File: src/rtl/fetch_ctrl.sv
// fetch_ctrl: owns the PC, issues one imem fetch at a time and hands words to decode via valid/ready.
module fetch_ctrl #(
  parameter logic [31:0] RESET_VECTOR = 32'h0000_0000
) (
  input  logic        clk,
  input  logic        rst,
  input  logic        redirect,
  input  logic [31:0] redirect_target,
  output logic        imem_req,
  output logic [31:0] imem_addr,
  input  logic        imem_ack,
  input  logic [31:0] imem_rdata,
  output logic        inst_valid,
  input  logic        inst_ready,
  output logic [31:0] inst,
  output logic [31:0] inst_pc,
  output logic [31:0] inst_pc_4,
  output logic        misalign_err
);
  typedef enum logic [1:0] {IDLE, FETCH, VALID, DISCARD} state_t;
  state_t      state, state_n;
  logic [31:0] pc, pc_n, pend_tgt, pend_tgt_n;
  logic        pend, pend_n, load;
  logic        aligned;
  assign aligned    = redirect && redirect_target[1:0] == 2'b00;
  assign imem_req   = state == FETCH || state == DISCARD;
  assign imem_addr  = pc;
  assign inst_valid = state == VALID;
  assign inst_pc_4  = inst_pc + 32'd4;
  always_comb begin
    state_n    = state;
    pc_n       = pc;
    pend_n     = pend;
    pend_tgt_n = pend_tgt;
    load       = 1'b0;
    case (state)
      IDLE: begin
        state_n = FETCH;
        pc_n    = aligned ? redirect_target : pc;
      end
      FETCH: begin
        if (imem_ack) begin
          pc_n    = aligned ? redirect_target : pc;
          load    = !aligned;
          state_n = aligned ? FETCH : VALID;
        end else if (aligned) begin
          pend_n     = 1'b1;
          pend_tgt_n = redirect_target;
          state_n    = DISCARD;
        end
      end
      DISCARD: begin
        // the outstanding address stays on the bus; only the latest target is kept
        pend_tgt_n = aligned ? redirect_target : pend_tgt;
        if (imem_ack) begin
          pc_n    = pend_tgt_n;
          pend_n  = 1'b0;
          state_n = FETCH;
        end
      end
      VALID: begin
        pc_n    = aligned ? redirect_target : inst_ready ? pc + 32'd4 : pc;
        state_n = aligned || inst_ready ? FETCH : VALID;
      end
      default: state_n = IDLE;
    endcase
  end
  always_ff @(posedge clk or posedge rst) begin
    if (rst) begin
      state        <= IDLE;
      pc           <= RESET_VECTOR;
      pend         <= 1'b0;
      pend_tgt     <= RESET_VECTOR;
      inst         <= 32'd0;
      inst_pc      <= 32'd0;
      misalign_err <= 1'b0;
    end else begin
      state        <= state_n;
      pc           <= pc_n;
      pend         <= pend_n;
      pend_tgt     <= pend_tgt_n;
      misalign_err <= redirect && redirect_target[1:0] != 2'b00;
      if (load) begin
        inst    <= imem_rdata;
        inst_pc <= pc;
      end
    end
  end
endmodule

File: config.mk
export PLATFORM = sky130hd
export DESIGN_NAME = fetch_ctrl
export DESIGN_NICKNAME = d
export VERILOG_FILES = /design/src/rtl/fetch_ctrl.sv
export SDC_FILE = /design/constraint.sdc
export NUM_CORES = 1
export LEC_CHECK = 0
export CAP_MARGIN = 0
export CORE_ASPECT_RATIO = 1.2
export CORE_MARGIN = 4
export CORE_UTILIZATION = 43
export CTS_CLUSTER_SIZE = 40
export DETAILED_ROUTE_END_ITERATION = 6
export PLACE_DENSITY = 0.78
export SLEW_MARGIN = 25
export SYNTH_ARGS = -nofsm -noshare
export SYNTH_HDL_FRONTEND = slang
export SYNTH_SLANG_ARGS = --single-unit
File: constraint.sdc
create_clock -name clk -period 13.5 [get_ports clk]
set_input_delay 2.7 -clock clk [delete_from_list [all_inputs] [get_ports clk]]
set_output_delay 2.7 -clock clk [all_outputs]
set_load 0.03 [all_outputs]
# Word level (Yosys, flattened, before mapping)
# Cells that the tools add are included.
dict set report op_classes {
  n_addsub 2
  n_eq_ne 8
  n_mux 17
  n_reduce_logical 12
}
# cell count
set op_table {}
lappend op_table {{32-bit 2-to-1 mux} 7}
lappend op_table {{32-bit one-hot mux with 4 select lines} 1}
lappend op_table {{32-bit by 3-bit adder with 32-bit output, second input constant} 2}
lappend op_table {{32-bit one-hot mux with 2 select lines} 1}
lappend op_table {{2-bit 2-to-1 mux} 5}
lappend op_table {{2-bit one-hot mux with 4 select lines} 1}
lappend op_table {{2-bit inequality test, second input constant} 3}
lappend op_table {{2-bit equality test, second input constant} 2}
lappend op_table {{2-bit zero test} 2}
lappend op_table {{2-bit AND reduction} 2}
lappend op_table {{2-bit nonzero test} 2}
lappend op_table {{3-bit by 1-bit inequality test with 1-bit output, second input constant} 1}
lappend op_table {{3-bit inequality test, second input constant} 1}
lappend op_table {{3-bit AND reduction} 1}
lappend op_table {{2-bit by 1-bit equality test with 1-bit output, second input constant} 1}
lappend op_table {{1-bit logical AND} 2}
lappend op_table {{1-bit logical OR} 2}
lappend op_table {{1-bit 2-to-1 mux} 2}
lappend op_table {{1-bit zero test} 1}
dict set report word_totals {
  ff_bits 131
  output_inout_bits 131
  elab_cells 45
}

# Longest topological paths before layout
# Gate-level depths: netlist (run 1).
dict set report depth {
  depth_word 5
  depth_mapped 8
}

# Least setup slack after synthesis (run 1)
# No wires, ideal clock.
dict set report synth_path {
  kind {register to output}
  start {register inst_pc[4]}
  end {output port inst_pc_4[31]}
  arrival_ns 2.283
  required_time_ns 10.800
  slack_ns 8.517
  path_stages_with_launch 7
  path_cell_list {dfrtp_1 and4_4 nand4_4 or3_1 buf_6 nor4_4 xor2_1}
}
dict set report synth_between {
  elab_chain_len 1
}
# element line
set synth_lines {}
lappend synth_lines {{from (decl)} 16} ;# output logic [31:0] inst_pc,
lappend synth_lines {{from (signal assigned)} 85} ;# inst_pc <= pc;
lappend synth_lines {{32-bit by 3-bit adder with 32-bit output} 29} ;# assign inst_pc_4 = inst_pc + 32'd4;
lappend synth_lines {{to (decl)} 17} ;# output logic [31:0] inst_pc_4,
# No other way between the ends.

# Worst setup path in the final report (run 1)
dict set report layout_path {
  start {register inst_pc[4]}
  end {output port inst_pc_4[29]}
}
# The elaborated chain is that of the path after synthesis.

==> results of run 1 <==
cells in the final DEF, fill, tap and decap left out, types with 6 or more instances in the layout:
cell type / netlist / final
buf_4: 2 / 9
nand4_1: 23 / 23
and4_1: 6 / 6
mux2_2: 92 / 92
inv_1: 17 / 16
xnor2_1: 26 / 26
a31oi_1: 6 / 6
clkdlybuf4s50_1: 0 / 199
nand3_1: 25 / 24
nor3_1: 13 / 13
o21ai_0: 27 / 27
nor2_1: 36 / 35
o22ai_1: 9 / 9
clkbuf_16: 0 / 17
a21oi_1: 23 / 23
nand2_1: 67 / 67
dfrtp_1: 131 / 131
xor2_1: 15 / 15
and3_1: 8 / 8
a221oi_1: 20 / 20
o211ai_1: 6 / 6
a22oi_1: 9 / 9
power breakdown:
group / switching, W / leakage, nW / internal (W)
clock: 0.000165 / 0.270 / 0.000278
combinational: 0.000754 / 2.01 / 0.000610
sequential: 0.000215 / 1.58 / 0.000582
per-layer routing:
metal / wire length, um / track usage, % / share of wire, % / up-vias
met2: 9960 / 36.3 / 50 / 257
met4: 397 / 6.15 / 2.0 / 0
li1: - / - / - / 2798
met5: 0 / 0 / 0 / -
met1: 8220 / 28.8 / 41 / 2952
met3: 1300 / 4.04 / 6.5 / 29
through the flow:
step	utilization (%)	hold slack (ps)	instances	instance area (sq um)
3_3_place_gp	57.8	480	1035	9080
6_report	61.4	492	1065	9650
3_5_place_dp	57.8	473	1035	9080
2_1_floorplan	-	454	658	6910
4_1_cts	61.4	495	1065	9640
5_1_grt	61.4	511	1065	9650
cells in the mapped netlist (all sizes together), types with 9 or more instances:
cell | n | share of area (%)
xnor2 | 26 | 3.3
nor3 | 14 | 1.1
xor2 | 15 | 1.9
nand3 | 25 | 1.8
o21ai | 28 | 2.0
buf | 9 | 0.80
and3 | 9 | 0.83
nand4 | 24 | 2.4
inv | 17 | 0.92
o22ai | 9 | 0.81
dfrtp | 131 | 47
clkbuf | 30 | 1.6
mux2 | 92 | 15
nor2 | 36 | 2.0
nand2 | 67 | 3.6
a22oi | 9 | 0.98
a21oi | 23 | 1.7
a221oi | 20 | 2.5
how the worst max path moves through the flow:
stage | start | to | depth (start not counted)
detailed placement | redirect_target[1] | inst[15] | 6
global route | inst_pc[9] | inst_pc_4[29] | 6
CTS | inst_pc[4] | inst_pc_4[29] | 6
finish | inst_pc[4] | inst_pc_4[29] | 6
global placement | redirect | inst_pc[27] | 6
floorplan | rst | imem_addr[0] | 1
worst reg2reg max path, cell delays in order, from the launching register on:
cell and delay (ps):
dfrtp_1 420, ha_2 200, buf_4 260, o21bai_1 600
nand3_1 450, a221oi_1 440, a21oi_1 120, o221a_2 270
registers in the layout (all words and copies together) (netlist names):
| name | cells |
|---|---|
| inst | 32 |
| inst_pc | 32 |
| state | 2 |
| misalign_err | 1 |
| pend_tgt | 32 |
| imem_addr | 32 |
cell type report:
cell class	instances	area (sq um)	area share, %
inverter	17	68.8	0.713
tap	208	260	2.70
clock inverter	10	110	1.14
sequential	131	3280	34.0
multi-input combinational	471	3410	35.4
clock buffer	20	457	4.73
timing repair buffer	208	2060	21.3
kinds of logic (layout without fill, tap and decap cells):
logic type / after synthesis / after routing / share of synthesized area [%]
compound gates: 125 / 125 / 12.4
fa+ha+maj: 5 / 5 / 0.905
buf+inv: 56 / 255 / 3.37
flops: 131 / 131 / 47.4
simple gates: 208 / 208 / 15.7
mux: 92 / 92 / 15.0
xor+xnor: 41 / 41 / 5.20
==> results by group, run 1 <==
Status
  – Outcome: finished clean

STA
  – Fin worst setup slack: approximately 8000 ps
  – Unrepaired setup endpoints after global routing: false
  – Slew Viols, Final: 0
  – Final hold violations: 0
  – Total negative setup slack: 0 ps
  – Clk_skew: roughly 10 ps
  – Post-layout min period: about 5700 ps
  – Fmax: about 170 MHz
  – Slew headroom: roughly two fifths
  – Final setup fails: 0
  – Fin crit share: between 40% and 50%
  – Slew @ Worst Pin: around 920 ps

Power
  – Total power: ~0.0026 W
  – PD cells: about 270 nW/um^2
  – Worst VDD drop: around 0.12 mV
  – Leak pwr: between 3 and 4 nW

Global routing
  – First-pass GRT wire length: around 31 mm
  – Initial antenna violation count: 0
  – Largest net degree at the start of global routing: just over 80
  – Tot GR Track Use: 21.8%
  – Vias in the first global route: 5823
  – GR Overflow Total: 0

Floorplan
  – Core Area: approximately 16000 sq um
  – DIE AREA: ~18000 sq um
  – Starting Density: a little over two fifths
  – DIE WIDTH: between 100 and 150 um
  – Cell Rows: 50
  – # IOs: 200
  – Chip Height: around 150 um

Logic synthesis
  – Top_reg_cell synth: dfrtp_1
  – Yosys reg bits: around 130
  – Synthesized area: just under 7000 sq um
  – Yosys warns: 0
  – Post-synth cell types: 59
  – Post-synth EDFFs: 0
  – Mapped Cells: 658
  – Asr flop ratio synth: 100%
  – Post-synthesis sequential area ratio: between 40% and 50%
  – Syn nets: roughly 730
  – Mean Syn Cell Area: approximately 11 sq um

Run
  – Max cap viols: 0

Hold path
  – Hold path start: pend_tgt[1]
  – Hold Path Stages: 1
  – Hold worst-path end: pend_tgt[1]
  – Hold Crit Class: flop to flop

Drt
  – Antenna Nets Post-Route: 0
  – Drc violations: 0
  – Final WL: just under 20 mm
  – 1st-iter DRT viols: 579
  – Wire per inst: 18.7 um
  – Via density: roughly 5.7
  – Vias: between 6000 and 7000
  – First-pass detailed-route iteration total: 6

Clock tree
  – Clock insertion delay at the later pin of the skew report: 410 ps
  – CTS tree: done
  – Setup Buffers After CTS: 0
  – Clk root buf: clkbuf_16
  – H-tree levels: 4
  – Max clock buf depth: 2
  – Hold-fix buffers, CTS: 0
  – Clk sinks: roughly 130
  – Total CTS buffers: 17
  – Cts repair resizes: 0
  – Worst-path clk slew: approximately 60 ps

Final layout
  – Layout cell share with drive strength beyond 1: ~17%
  – Final nets: a little over 900
  – Fillers: 1267
  – Area added between synthesis and finish: 39.6%
  – Diode count: 0

Critical path
  – CP Launch Type: flop
  – R2r startpoint: state[0]
  – CP Data Required Time: between 10000 and 15000 ps
  – CP Class: flop to output pin
  – Kind of capture point of the worst setup path: output pin
  – Top delay family on crit path: simple AND/OR/NAND/NOR gates
  – Crit Path Max Fanout: 8
  – Slowest stage delay, CP: 710 ps
  – R2R Path End: imem_addr[25]
  – Worst path bufs/invs: 1
  – Worst path slowest cell: clkdlybuf4s50_1
  – Worst Path Arrival: ~3000 ps
  – Reg2Reg Depth: 7
  – Cells along the critical path: and4_4 -> nand4_4 -> or3_1 -> nor4_2 -> xnor2_1 -> clkdlybuf4s50_1
  – Flop-to-flop setup slack: 10620 ps

Placed design
  – PortBufs: ~200
  – RePlAce Congestion: roughly 0.84
  – Setup WS pre-CTS: roughly 8200 ps
  – Hpwl dp: between 10 and 15 mm
No activity file was read; power rests on OpenSTA's default activity.
==> run 2, diff against run 1 <==
==> constraint.sdc (replaced) <==
create_clock -name clk -period 5.3 [get_ports clk]
set_input_delay 1.06 -clock clk [delete_from_list [all_inputs] [get_ports clk]]
set_output_delay 1.06 -clock clk [all_outputs]
set_load 0.03 [all_outputs]
==> run 2 against run 1 <==
Clock power rose to 3.0 times the previous value. Clock-buffer cell count rose by 3. Sequential share of layout area fell by 0.40 points. First-iteration DRC count rose by 2.4%. Clock skew fell by 0.74 ps. Critical endpoint unchanged. Via count rose by 0.55%. Core utilization rose by 0.73 points. Worst hold slack barely moved.
==> results by group, run 2 (synthesis gave the netlist of run 1 again) <==
Critical path
  – Cells along the critical path: and4_4 -> nand4_4 -> or3_1 -> nor4_2 -> xnor2_1 -> clkdlybuf4s50_1
  – Kind of capture point of the worst setup path: output pin
  – CP Data Required Time: around 4200 ps
  – Worst path bufs/invs: 1
  – CP Launch Type: flop
  – Reg2Reg Depth: 7
  – Slowest stage delay, CP: around 700 ps
  – R2R Path End: imem_addr[16]
  – Worst path slowest cell: clkdlybuf4s50_1
  – Worst Path Arrival: 3060 ps
  – Crit Path Max Fanout: 8
  – Critical Path End: inst_pc_4[29]
  – CP Class: flop to output pin
  – Flop-to-flop setup slack: between 2000 and 2500 ps
  – Worst path depth: 6
  – Top delay family on crit path: simple AND/OR/NAND/NOR gates
  – Crit path from: inst_pc[4]
  – R2r startpoint: state[0]

Status
  – Outcome: finished clean

Clock tree
  – Clk sinks: about 130
  – Clock insertion delay at the later pin of the skew report: 420 ps
  – Total CTS buffers: 17
  – Setup Buffers After CTS: 0
  – Hold-fix buffers, CTS: 0
  – H-tree levels: 4
  – Cts repair resizes: 0
  – Max clock buf depth: 2
  – CTS tree: done
  – Clk root buf: clkbuf_16
  – Worst-path clk slew: around 60 ps

Final layout
  – Fillers: roughly 1200
  – Core Util, Final: 62.2%
  – Diode count: 0
  – Most frequent cells in the layout: clkdlybuf4s50_1, dfrtp_1, mux2_2, nand2_1, nor2_1
  – Seq. cell area: about 3300 sq um
  – Final nets: 922
  – Area of the multi-input gates: 3410 sq um
  – Commonest non-fill, non-tap cell in the layout: clkdlybuf4s50_1
  – Layout cell share with drive strength beyond 1: about 18%
  – Area added between synthesis and finish: 41.3%

Floorplan
  – DIE WIDTH: 124 um
  – Cell Rows: 50
  – # IOs: 200
  – Starting Density: ~44%
  – DIE AREA: ~18000 sq um
  – Chip Height: 147 um
  – Core Area: approximately 16000 sq um

Power
  – Worst VDD drop: 0.274 mV
  – Leak pwr: just under 4 nW
  – Total power: about 0.0068 W
  – PD cells: about 700 nW/um^2

Drt
  – Wire per inst: 18.7 um
  – Final WL: about 20 mm
  – Via density: 5.68
  – Antenna Nets Post-Route: 0
  – Drc violations: 0
  – 1st-iter DRT viols: 593
  – First-pass detailed-route iteration total: 7
  – Vias: 6069

STA
  – Final hold violations: 0
  – Final setup fails: 0
  – Fin worst setup slack: 1180 ps
  – Clk_skew: 9.08 ps
  – Fmax: ~240 MHz
  – Post-layout min period: ~4100 ps
  – Unrepaired setup endpoints after global routing: false
  – Slew Viols, Final: 0
  – Slew @ Worst Pin: 857 ps
  – Total negative setup slack: 0 ps
  – WHS: between 400 and 500 ps
  – Slew headroom: about 43%
  – Fin crit share: about 78%

Global routing
  – GR peak layer: met2
  – GR Overflow Total: 0
  – First-pass GRT wire length: between 30 and 40 mm
  – Tot GR Track Use: 22.5%
  – Grt met1 use: 29.3%
  – M3 GR Usage: 4.66%
  – Initial antenna violation count: 0
  – Vias in the first global route: between 6000 and 7000
  – Met2 Resource Use GR: a little over a third
  – Largest net degree at the start of global routing: 82

Placed design
  – RePlAce Congestion: about 0.84
  – Hpwl dp: ~14 mm
  – PortBufs: slightly below 200
  – Setup WS pre-CTS: about 1600 ps

Hold path
  – Hold Crit Class: flop to flop
  – Hold path start: pend_tgt[0]
  – Hold Path Stages: 1

Run
  – Max cap viols: 0
run 2: worst min path at each step:
stage | endpoint
floorplan | pend_tgt[0]
global placement | pend_tgt[0]
detailed placement | pend_tgt[0]
CTS | pend_tgt[0]
global route | pend_tgt[0]
finish | pend_tgt[0]
run 2: metal layers:
layer / vias to the layer above / wire length [um]
li1: 2802 / -
met1: 2964 / 8170
met5: - / 0
met3: 40 / 1300
met4: 0 / 497
met2: 263 / 10000
run 2: layout make-up:
cell class,count,area share [%]
clock buffers,23,5.10
clock inverters,9,1.77
inverters,17,0.705
multi-input cells,471,34.9
flip-flops and latches,131,33.6
well taps,208,2.67
repair buffers,210,21.3
run 2: through the flow:
step | cells | instance area, sq um
after floorplan | 658 | 6910
after global placement | 1037 | 9090
after detailed placement | 1037 | 9090
after CTS | 1069 | 9760
after global routing | 1069 | 9760
final | 1069 | 9760
run 2: where the power goes:
group          total (W)  switching (W)  internal [W]
registers        0.00203       0.000544       0.00148
logic            0.00348        0.00192       0.00156
clock network    0.00132       0.000423      0.000895
run 2: worst register-to-register path, cell delays in order (launching register included):
cell      delay (ps)
dfrtp_1          410
ha_2             470
o21bai_1         650
o21a_1           790
buf_4            300
o21ai_0           90
a21oi_1          160
nand2_1           60
==> run 3, diff against run 2 <==
--- a/config.mk
+++ b/config.mk
@@ -11,7 +11,7 @@
 export CORE_UTILIZATION = 43
 export CTS_CLUSTER_SIZE = 40
 export DETAILED_ROUTE_END_ITERATION = 6
-export PLACE_DENSITY = 0.78
+export PLACE_DENSITY = 0.81
 export SLEW_MARGIN = 25
 export SYNTH_ARGS = -nofsm -noshare
 export SYNTH_HDL_FRONTEND = slang
==> constraint.sdc (replaced) <==
create_clock -name clk -period 3.5 [get_ports clk]
set_input_delay 0.7 -clock clk [delete_from_list [all_inputs] [get_ports clk]]
set_output_delay 0.7 -clock clk [all_outputs]
set_load 0.03 [all_outputs]
==> run 3 against run 2 <==
Worst hold slack better by 4.9 ps. Setup slack worse by 1000 ps. Critical endpoint is now inst_pc_4[30]. Core utilization increased by 0.080 points. Clock-buffer cell count fell by 2. Critical path depth is the same. Sequential power increased by 50%. Die area unchanged. Via count rose by 1.5%. Combinational power grew 55%. Cell count is 1.0% higher. Routed wire length rose by 3.9%. Global-route usage up 0.82 points.
==> results by group, run 3 (synthesis gave the netlist of run 1 again) <==
Drt
  – Final WL: ~21 mm
  – 1st-iter DRT viols: ~650
  – First-pass detailed-route iteration total: 5
  – Antenna Nets Post-Route: 0
  – Via density: ~5.7
  – Drc violations: 0
  – Wire per inst: roughly 19 um
  – Vias: around 6200

Critical path
  – Reg2Reg Depth: 7
  – Kind of capture point of the worst setup path: output pin
  – R2r startpoint: state[0]
  – Flop-to-flop setup slack: roughly 900 ps
  – CP Data Required Time: between 2000 and 3000 ps
  – Worst Path Arrival: between 2000 and 3000 ps
  – Crit Path Max Fanout: 6
  – R2R Path End: imem_addr[22]
  – CP Launch Type: flop
  – CP Class: flop to output pin

Final layout
  – Layout cell share with drive strength beyond 1: roughly a fifth
  – Diode count: 0
  – Final nets: approximately 930
  – Most frequent cells in the layout: clkdlybuf4s50_1, dfrtp_1, mux2_2, nand2_1, nor2_1
  – Fillers: ~1300
  – Commonest non-fill, non-tap cell in the layout: clkdlybuf4s50_1
  – Area added between synthesis and finish: 41.5%

Floorplan
  – Starting Density: 44.0%
  – DIE AREA: about 18000 sq um
  – Cell Rows: 50
  – Chip Height: around 150 um
  – # IOs: 200
  – DIE WIDTH: 124 um
  – Core Area: between 15000 and 20000 sq um

Placed design
  – PortBufs: 199
  – Setup WS pre-CTS: about 240 ps
  – Hpwl dp: between 10 and 15 mm
  – RePlAce Congestion: ~0.84

Global routing
  – Tot GR Track Use: a little under a quarter
  – Initial antenna violation count: 0
  – Largest net degree at the start of global routing: between 70 and 80
  – First-pass GRT wire length: approximately 33 mm
  – Vias in the first global route: 6220
  – GR Overflow Total: 0

STA
  – Fin crit share: a little over nine tenths
  – Final setup fails: 0
  – Fmax: roughly 300 MHz
  – WHS: about 500 ps
  – Clk_skew: roughly 6.6 ps
  – Post-layout min period: 3340 ps
  – Total negative setup slack: 0 ps
  – Slew Viols, Final: 0
  – Unrepaired setup endpoints after global routing: false
  – Fin worst setup slack: between 150 and 200 ps
  – Slew @ Worst Pin: between 600 and 700 ps
  – Final hold violations: 0
  – Slew headroom: a little under three fifths

Power
  – Worst VDD drop: approximately 0.45 mV
  – PD cells: just over 1000 nW/um^2
  – Leak pwr: 4.06 nW

Clock tree
  – Total CTS buffers: 17
  – Clock insertion delay at the later pin of the skew report: 420 ps
  – Clk sinks: between 100 and 150
  – Clk root buf: clkbuf_16
  – H-tree levels: 4
  – Worst-path clk slew: about 50 ps
  – Max clock buf depth: 2
  – Hold-fix buffers, CTS: 0
  – CTS tree: done

Hold path
  – Hold Crit Class: flop to flop
  – Hold path start: pend_tgt[0]
  – Hold worst-path end: pend_tgt[0]
  – Hold Path Stages: 1

Run
  – Max cap viols: 0

Status
  – Outcome: finished clean
## run 3: cell types whose count changed in the layout (fill, tap and decap cells not counted), moves of 4 or more
cell,before,now
buf_4,11,20
bufinv_16,5,1
clkdlybuf4s50_1,199,185
clkinv_2,3,8
dlygate4sd2_1,0,5
dlymetal6s2s_1,0,8
## run 3: worst max path at each step
stage | cells after the start | from | endpoint | slack (ps)
after floorplan | 6 | inst_pc[4] | inst_pc_4[31] | 520
after global routing | 6 | inst_pc[2] | inst_pc_4[30] | 20
after CTS | 6 | inst_pc[11] | inst_pc_4[23] | 20
final | 6 | inst_pc[2] | inst_pc_4[30] | 160
after global placement | 6 | inst_pc[7] | inst_pc_4[31] | 280
after detailed placement | 6 | inst_pc[11] | inst_pc_4[31] | 240
## run 3: stage by stage
| step | power, W | instances | utilization [%] | area, sq um |
|---|---|---|---|---|
| global placement | 0.00832 | 1048 | 58.5 | 9190 |
| floorplan | 0.00617 | 658 | - | 6910 |
| finish | 0.0101 | 1080 | 62.2 | 9770 |
| global route | 0.0106 | 1080 | 62.2 | 9770 |
| CTS | 0.0101 | 1080 | 62.1 | 9750 |
| detailed placement | 0.00845 | 1048 | 58.5 | 9190 |
## run 3: where the power goes
| part | internal [W] | switching, W |
|---|---|---|
| logic | 0.00238 | 0.00299 |
| registers | 0.00224 | 0.000802 |
| clock network | 0.00102 | 0.000650 |
| total | 0.00565 | 0.00445 |
## run 3: timing repair
item,CTS,global route
endpoints found under the setup margin,14,9
setup buffers,0,0
resized for setup,8,9
## run 3: critical path, stage by stage (launching register included)
cell	delay (ps)
dfrtp_1	480
ha_1	290
nand3_1	200
or3_1	440
nor3_1	230
xnor2_1	150
clkdlybuf4s15_1	410
## run 3: cell type report
cell class              instances  area (sq um)  share of cell area (%)
flip-flops and latches        131          3280                    33.5
well taps                     208           260                    2.66
clock buffers                  21           470                    4.81
inverters                      17          67.6                   0.691
multi-input cells             471          3420                    35.0
clock inverters                11          85.1                   0.871
repair buffers                221          2200                    22.5
## run 3: routing by layer
| layer | vias up | GRT usage (%) | share of wire (%) |
|---|---|---|---|
| met5 | - | 0 | 0 |
| met4 | 0 | 9.14 | 3.1 |
| met3 | 61 | 5.24 | 6.7 |
| met2 | 280 | 38.1 | 51 |
| met1 | 2998 | 29.8 | 40 |
| li1 | 2821 | - | - |
==> edit 1: new RTL, config.mk and constraints of run 2 <==
Make the reset (`rst`) synchronous in one clocked block.
--- a/src/rtl/fetch_ctrl.sv
+++ b/src/rtl/fetch_ctrl.sv
@@ -67,3 +67,3 @@
   end
-  always_ff @(posedge clk or posedge rst) begin
+  always_ff @(posedge clk) begin
     if (rst) begin
Function: differs if rst is asserted again (counterexample within 4 cycles, from zero or initial values and one cycle with rst high); with rst held inactive, the same outputs for 4 cycles.
==> edit 1 against run 2 <==
  * Synthesized cell count up 27%
  * Area after synthesis shrank 7.6%
  * Register-to-register slack better by 0.22 ns
  * Routed wire length grew 0.55%
  * Final area shrank 7.2%
  * Setup slack improved by 0.18 ns
  * Die area down 7.1%
  * First-iteration DRC count fell by 20%
  * Sequential cell count stayed put
Power is not compared: it rests on default switching activity, and its combinational part moved more than twofold at a synthesized area within 25%.
==> edit 1: results (changes against run 2) <==
* Fillcell total: 1310 (+5.6%)
* Latest clock arrival within the worst-skew pair: 0.41 ns
* Pre-antenna DRT Iters: 5 (-2)
- The average wire per cell in the routed design was 16.6 microns (-11%).
* Sequential area share after synthesis: 41.1% (-6.4 points)
- The antenna diode instance count is 0 (unchanged).
- The run finished with clean final reports.
* Sum of net half-perimeters after detailed placement: 14200 microns (-0.50%)
- The largest net degree at the start of global routing came to 79 (-3.7%).
- Total number of yosys warnings: 0 (unchanged)
- Net count of the mapped netlist: 907 (+24%)
- The maximum root-to-sink buffer count was 2 (unchanged).
- First-pass GRT wire length: 32200 microns (+0.36%)
- Clock transition at the registers of the reported paths: 0.06 ns (about the same)
* Leak pwr: between 3 and 4 nW
- The fraction of registers with async set/reset came to 0% (-100 points).
* Synth cell types: 61 (+3.4%)
- Hold Path Class: flop to flop
- The worst-case setup slack after placement was 1.58 ns (-0.0375 ns).
- After synthesis, the cell types taking the most area are sky130_fd_sc_hd__dfxtp_1 41%, sky130_fd_sc_hd__nand2_1 13%, sky130_fd_sc_hd__a21oi_1 9.5%, sky130_fd_sc_hd__xnor2_1 3.6%, sky130_fd_sc_hd__clkbuf_1 2.5%.
* Final Net Count: 1075 (+17%)
- Total global routing overflow: 0 (unchanged)
- Placer Congestion: 0.873 (+4.3%)
* Maximum clock skew at final layout: 0.00587 ns (-0.00321 ns)
- In the synthesized netlist, the cells that appear most often are 223 x sky130_fd_sc_hd__nand2_1, 131 x sky130_fd_sc_hd__dfxtp_1, 121 x sky130_fd_sc_hd__a21oi_1, 43 x sky130_fd_sc_hd__clkbuf_1, 31 x sky130_fd_sc_hd__o21ai_0.
- Placement-stage cell area: 8460 sq um (-6.9%)
- Internal power comes to 2.12 mW.
- VDD sags by at most 0.221 mV.
- The via count of the first global-routing pass came to 6279 (+4.1%).
* Transition time of the tightest slew-check pin: 0.887 ns (+0.0291 ns)
* Share of final-layout standard cells stronger than drive strength 1: 6.11% (-11 points)
- The largest driver fanout on the critical path is 7 (-1).
- The overall via count from detail_route was 6760 (+11%).
* Critical path data arrival time: 2.88 ns (-0.18 ns)
- Global-route usage over all layers: 23.1% (+0.66 points)
- # port buffers: 199 (unchanged)
- The DRC marker count from the first detailed-route iteration was 472 (-20%).
* Clock root buffer: sky130_fd_sc_hd__clkbuf_16
* CTS resizes: 0 (unchanged)
edit 1: cell types whose count changed in the layout (fill, tap and decap cells not counted), moves of 87 or more:
cell | before | now
sky130_fd_sc_hd__a21oi_1 | 23 | 121
sky130_fd_sc_hd__dfxtp_1 | 0 | 131
sky130_fd_sc_hd__nand2_1 | 67 | 223
sky130_fd_sc_hd__dfrtp_1 | 131 | 0
sky130_fd_sc_hd__mux2_2 | 92 | 5
edit 1: worst paths after layout:
kind                            startpoint            end  slack, ns  cells after the start
worst max-delay path            inst_pc[4]  inst_pc_4[25]       1.36                      6
worst min-delay path              inst[24]       inst[24]       0.45                      2
worst max register to register    state[0]  imem_addr[15]       2.47                      7
worst min register to register    inst[24]       inst[24]       0.45                      2
edit 1: cell type report:
class	instances	area [sq um]	area share, %
clock buffers	17	425	4.70
flip-flops and latches	131	2620	29.0
clock inverters	15	170	1.88
multi-input cells	633	3490	38.5
well taps	200	250	2.76
inverters	9	33.8	0.373
repair buffers	209	2060	22.8
edit 1: routing by layer:
| layer | track usage (%) | part of all wire [%] | vias up | routed length, microns |
|---|---|---|---|---|
| met1 | 29.2 | 41 | 3148 | 8330 |
| met3 | 3.67 | 7.5 | 29 | 1510 |
| met2 | 40.0 | 49 | 298 | 9880 |
| met5 | 0 | 0 | - | 0 |
| li1 | - | - | 3285 | - |
| met4 | 8.11 | 1.9 | 0 | 382 |
edit 1: power groups by stage:
stage	clock (mW)	sequential [mW]	combinational, mW
after floorplan	0	1.31	0.412
after global placement	0	1.21	0.860
after detailed placement	0	1.21	0.869
after CTS	1.20	1.19	0.874
after global routing	1.24	1.20	0.940
final	1.18	1.19	0.874
edit 1: logic make-up (layout without fill, tap and decap cells):
| logic type | count (synthesis) | after routing | synth area share [%] |
|---|---|---|---|
| AO/OA/AOI/OAI | 222 | 222 | 21.0 |
| flip-flops | 131 | 131 | 41.1 |
| buffers and inverters | 69 | 250 | 4.51 |
| AND/OR/NAND/NOR | 363 | 363 | 26.3 |
| multiplexers | 7 | 7 | 1.19 |
| XOR/XNOR | 36 | 36 | 4.94 |
| adder cells (fa/ha/maj) | 5 | 5 | 0.979 |
edit 1: per-stage QoR:
stage               cells  utilization (%)
detailed placement   1182             58.5
global route         1214             62.6
global placement     1182             58.5
floorplan             833                -
CTS                  1214             62.6
finish               1214             62.6
edit 1: worst max-delay path, cell delays in order (launching register included):
cell and delay (ns):
sky130_fd_sc_hd__dfxtp_1 0.44, sky130_fd_sc_hd__and4_1 0.31, sky130_fd_sc_hd__nand4_1 0.22, sky130_fd_sc_hd__nor4_2 0.49, sky130_fd_sc_hd__nand4_1 0.17, sky130_fd_sc_hd__xnor2_1 0.15
sky130_fd_sc_hd__clkdlybuf4s50_1 0.68
==> edit 2: new RTL, flow settings as in run 2 <==
Without the edit above. Put one more register stage on the output `misalign_err`, with the module's reset. The value now appears one clock later. The other outputs are not delayed to match.
--- a/src/rtl/fetch_ctrl.sv
+++ b/src/rtl/fetch_ctrl.sv
@@ -20,2 +20,4 @@
   typedef enum logic [1:0] {IDLE, FETCH, VALID, DISCARD} state_t;
+
+  logic misalign_err_s0;
   state_t      state, state_n;
@@ -75,3 +77,3 @@
       inst_pc      <= 32'd0;
-      misalign_err <= 1'b0;
+      misalign_err_s0 <= 1'b0;
     end else begin
@@ -81,3 +83,3 @@
       pend_tgt     <= pend_tgt_n;
-      misalign_err <= redirect && redirect_target[1:0] != 2'b00;
+      misalign_err_s0 <= redirect && redirect_target[1:0] != 2'b00;
       if (load) begin
@@ -88,2 +90,10 @@
   end
+  always_ff @(posedge clk or posedge rst) begin
+    if (rst) begin
+      misalign_err <= '0;
+    end else begin
+      misalign_err <= misalign_err_s0;
+    end
+  end
+
 endmodule
Formal check against the unedited RTL: not equivalent (Yosys sat finds a counterexample within 4 cycles, from zero or initial values and one cycle with rst high).
==> edit 2 against run 2 <==
  * Count of clock-buffer cells in the layout decreased by 3
  * Hold slack lost 0.13 ns
  * Fmax up 0.81%
  * Combinational power is essentially flat
  * Final area down 0.63%
  * Sequential cell count rose by 1
  * Setup slack better by 0.033 ns
  * Routed wire length increased by 1.7%
  * Non-clock buffer count decreased by 2
  * Area after synthesis up 0.36%
  * Critical path depth did not move
  * First-iteration DRC count down 17%
  * Total power decreased by 1.8%
==> edit 2: results (changes against run 2) <==
* Status: complete, no violations
- Max IR drop VDD: 0.411 mV (+50%)
- Tightest slew margin relative to the limit: 36.5% (-6.4 points)
- Fraction of registers with async set/reset: 100% (unchanged)
* Worst-path fanout max: 8 (unchanged)
- DR vias/cell: 5.70 (+0.41%)
- Largest delay contributor family on the critical path: simple AND/OR/NAND/NOR gates
- The number of different library cells in the post-synthesis netlist is 59 (unchanged).
* Leak pwr: 3.89 nW (-0.94%)
- Total global routing overflow: 0 (unchanged)
* CTS resizes: 0 (unchanged)
- Clock root buffer: sky130_fd_sc_hd__clkbuf_16
- Pre-antenna DRT Iters: 5 (-2)
- The largest incremental delay on the critical path is 0.70 ns (about the same).
- Total placed cells including tap cells: 1036 (-0.096%)
- The largest net degree at the start of global routing is 104 (+27%).
- Routed length per instance: 19.0 microns (+1.8%)
- For the worst-skew pair, the clock arrives at the later sink with an insertion delay of 0.43 ns.
- The number of nets in the layout was 921 (-0.11%).
- The sequential share of the synthesized area came to 47.6% (+0.19 points).
- The maximum root-to-sink buffer count is 2 (unchanged).
* Clock transition at the registers of the reported paths: 0.06 ns (about the same)
- Placement-stage worst setup slack: 1.61 ns (-0.0000500 ns)
- Critical path data arrival time: 3.03 ns (-0.03 ns)
- Post-synthesis area per instance: 10.5 sq um (+0.21%)
- The number of H-tree levels was 4 (unchanged).
- The number of warning messages in the yosys log is 0 (unchanged).
* Vias in the first global route: 5990 (-0.65%)
* Postcts setup bufs: 0 (unchanged)
* First-pass GRT wire length: 32300 microns (+0.60%)
- Largest cells by area after synthesis: sky130_fd_sc_hd__dfrtp_1 48%, sky130_fd_sc_hd__mux2_2 15%, sky130_fd_sc_hd__nand2_1 3.6%, sky130_fd_sc_hd__xnor2_1 3.3%, sky130_fd_sc_hd__a221oi_1 2.5%
* Share of final-layout standard cells stronger than drive strength 1: 17.1% (-0.42 points)
- The initial antenna violation count came to 1 (+1).
* Finished Layout Cells: 1068 (-0.094%)
- The total track usage was 22.6% (+0.18 points).
- The count of input and output buffers came to 199 (unchanged).
- Number of design-rule violations left by the first detailed-router iteration: 494 (-17%)
* Ranking of synthesized cells by instance count: 132 x sky130_fd_sc_hd__dfrtp_1, 92 x sky130_fd_sc_hd__mux2_2, 67 x sky130_fd_sc_hd__nand2_1, 36 x sky130_fd_sc_hd__nor2_1, 29 x sky130_fd_sc_hd__clkbuf_1
- Slowest stage cell, crit path: sky130_fd_sc_hd__clkdlybuf4s50_1
- Maximum clock skew at final layout: 0.00669 ns (-0.00239 ns)
* Placement-stage cell area: 9110 sq um (+0.28%)
* Placer Congestion: 0.862 (+3.0%)
* Hold Path Class: flop to flop
- The number of buffers created by CTS is 17 (unchanged).
- Remaining antenna violation count after routing: 0 (unchanged)
* Dominant register cell in the synthesized netlist: sky130_fd_sc_hd__dfrtp_1
- The filler cell count was 1265 (+2.0%).
* Net count of the mapped netlist: 733 (+0.14%)
- Sum of net half-perimeters after detailed placement: 14200 microns (-0.38%)
edit 2: cell types whose count changed after synthesis, sizes merged:
cell,change
dfrtp,+1
edit 2: kinds of logic after synthesis:
group / Yosys count / share of synthesized area, %
multiplexers: 92 / 14.9
buffers and inverters: 56 / 3.36
XOR/XNOR: 41 / 5.18
flip-flops: 132 / 47.6
AND/OR/NAND/NOR: 208 / 15.7
adder cells (fa/ha/maj): 5 / 0.902
AO/OA/AOI/OAI: 125 / 12.3
edit 2: layout make-up:
class | count | area (sq um) | share of cell area, %
Antenna cell | 1 | 2.50 | 0.0258
Sequential cell | 132 | 3300 | 34.1
Clock inverter | 11 | 135 | 1.39
Inverter | 17 | 71.3 | 0.735
Timing Repair Buffer | 208 | 2070 | 21.4
Multi-Input combinational cell | 471 | 3410 | 35.1
Clock buffer | 20 | 447 | 4.61
Tap cell | 208 | 260 | 2.68
edit 2: final timing paths:
check	slack [ns]	startpoint	cells past startpoint	endpoint
worst max-delay path	1.21	inst_pc[4]	6	inst_pc_4[29]
worst min register to register	0.36	misalign_err_s0	0	misalign_err
worst min-delay path	0.36	misalign_err_s0	0	misalign_err
worst max register to register	2.25	state[0]	6	imem_addr[25]
max in group asynchronous	3.20	rst	3	inst[1]
min in group asynchronous	1.15	rst	2	inst[19]
edit 2: where the power goes:
group / switching [mW] / internal, mW
registers: 0.549 / 1.49
clock network: 0.430 / 0.742
logic: 1.93 / 1.56
total: 2.91 / 3.79
edit 2: layer usage:
metal  part of all wire, %  global-route usage [%]  vias to the layer above
li1                      -                       -                     2805
met1                    40                    29.3                     2957
met2                    50                    36.5                      281
met3                   7.3                    4.70                       45
met4                   2.7                    9.92                        0
met5                     0                       0                        -
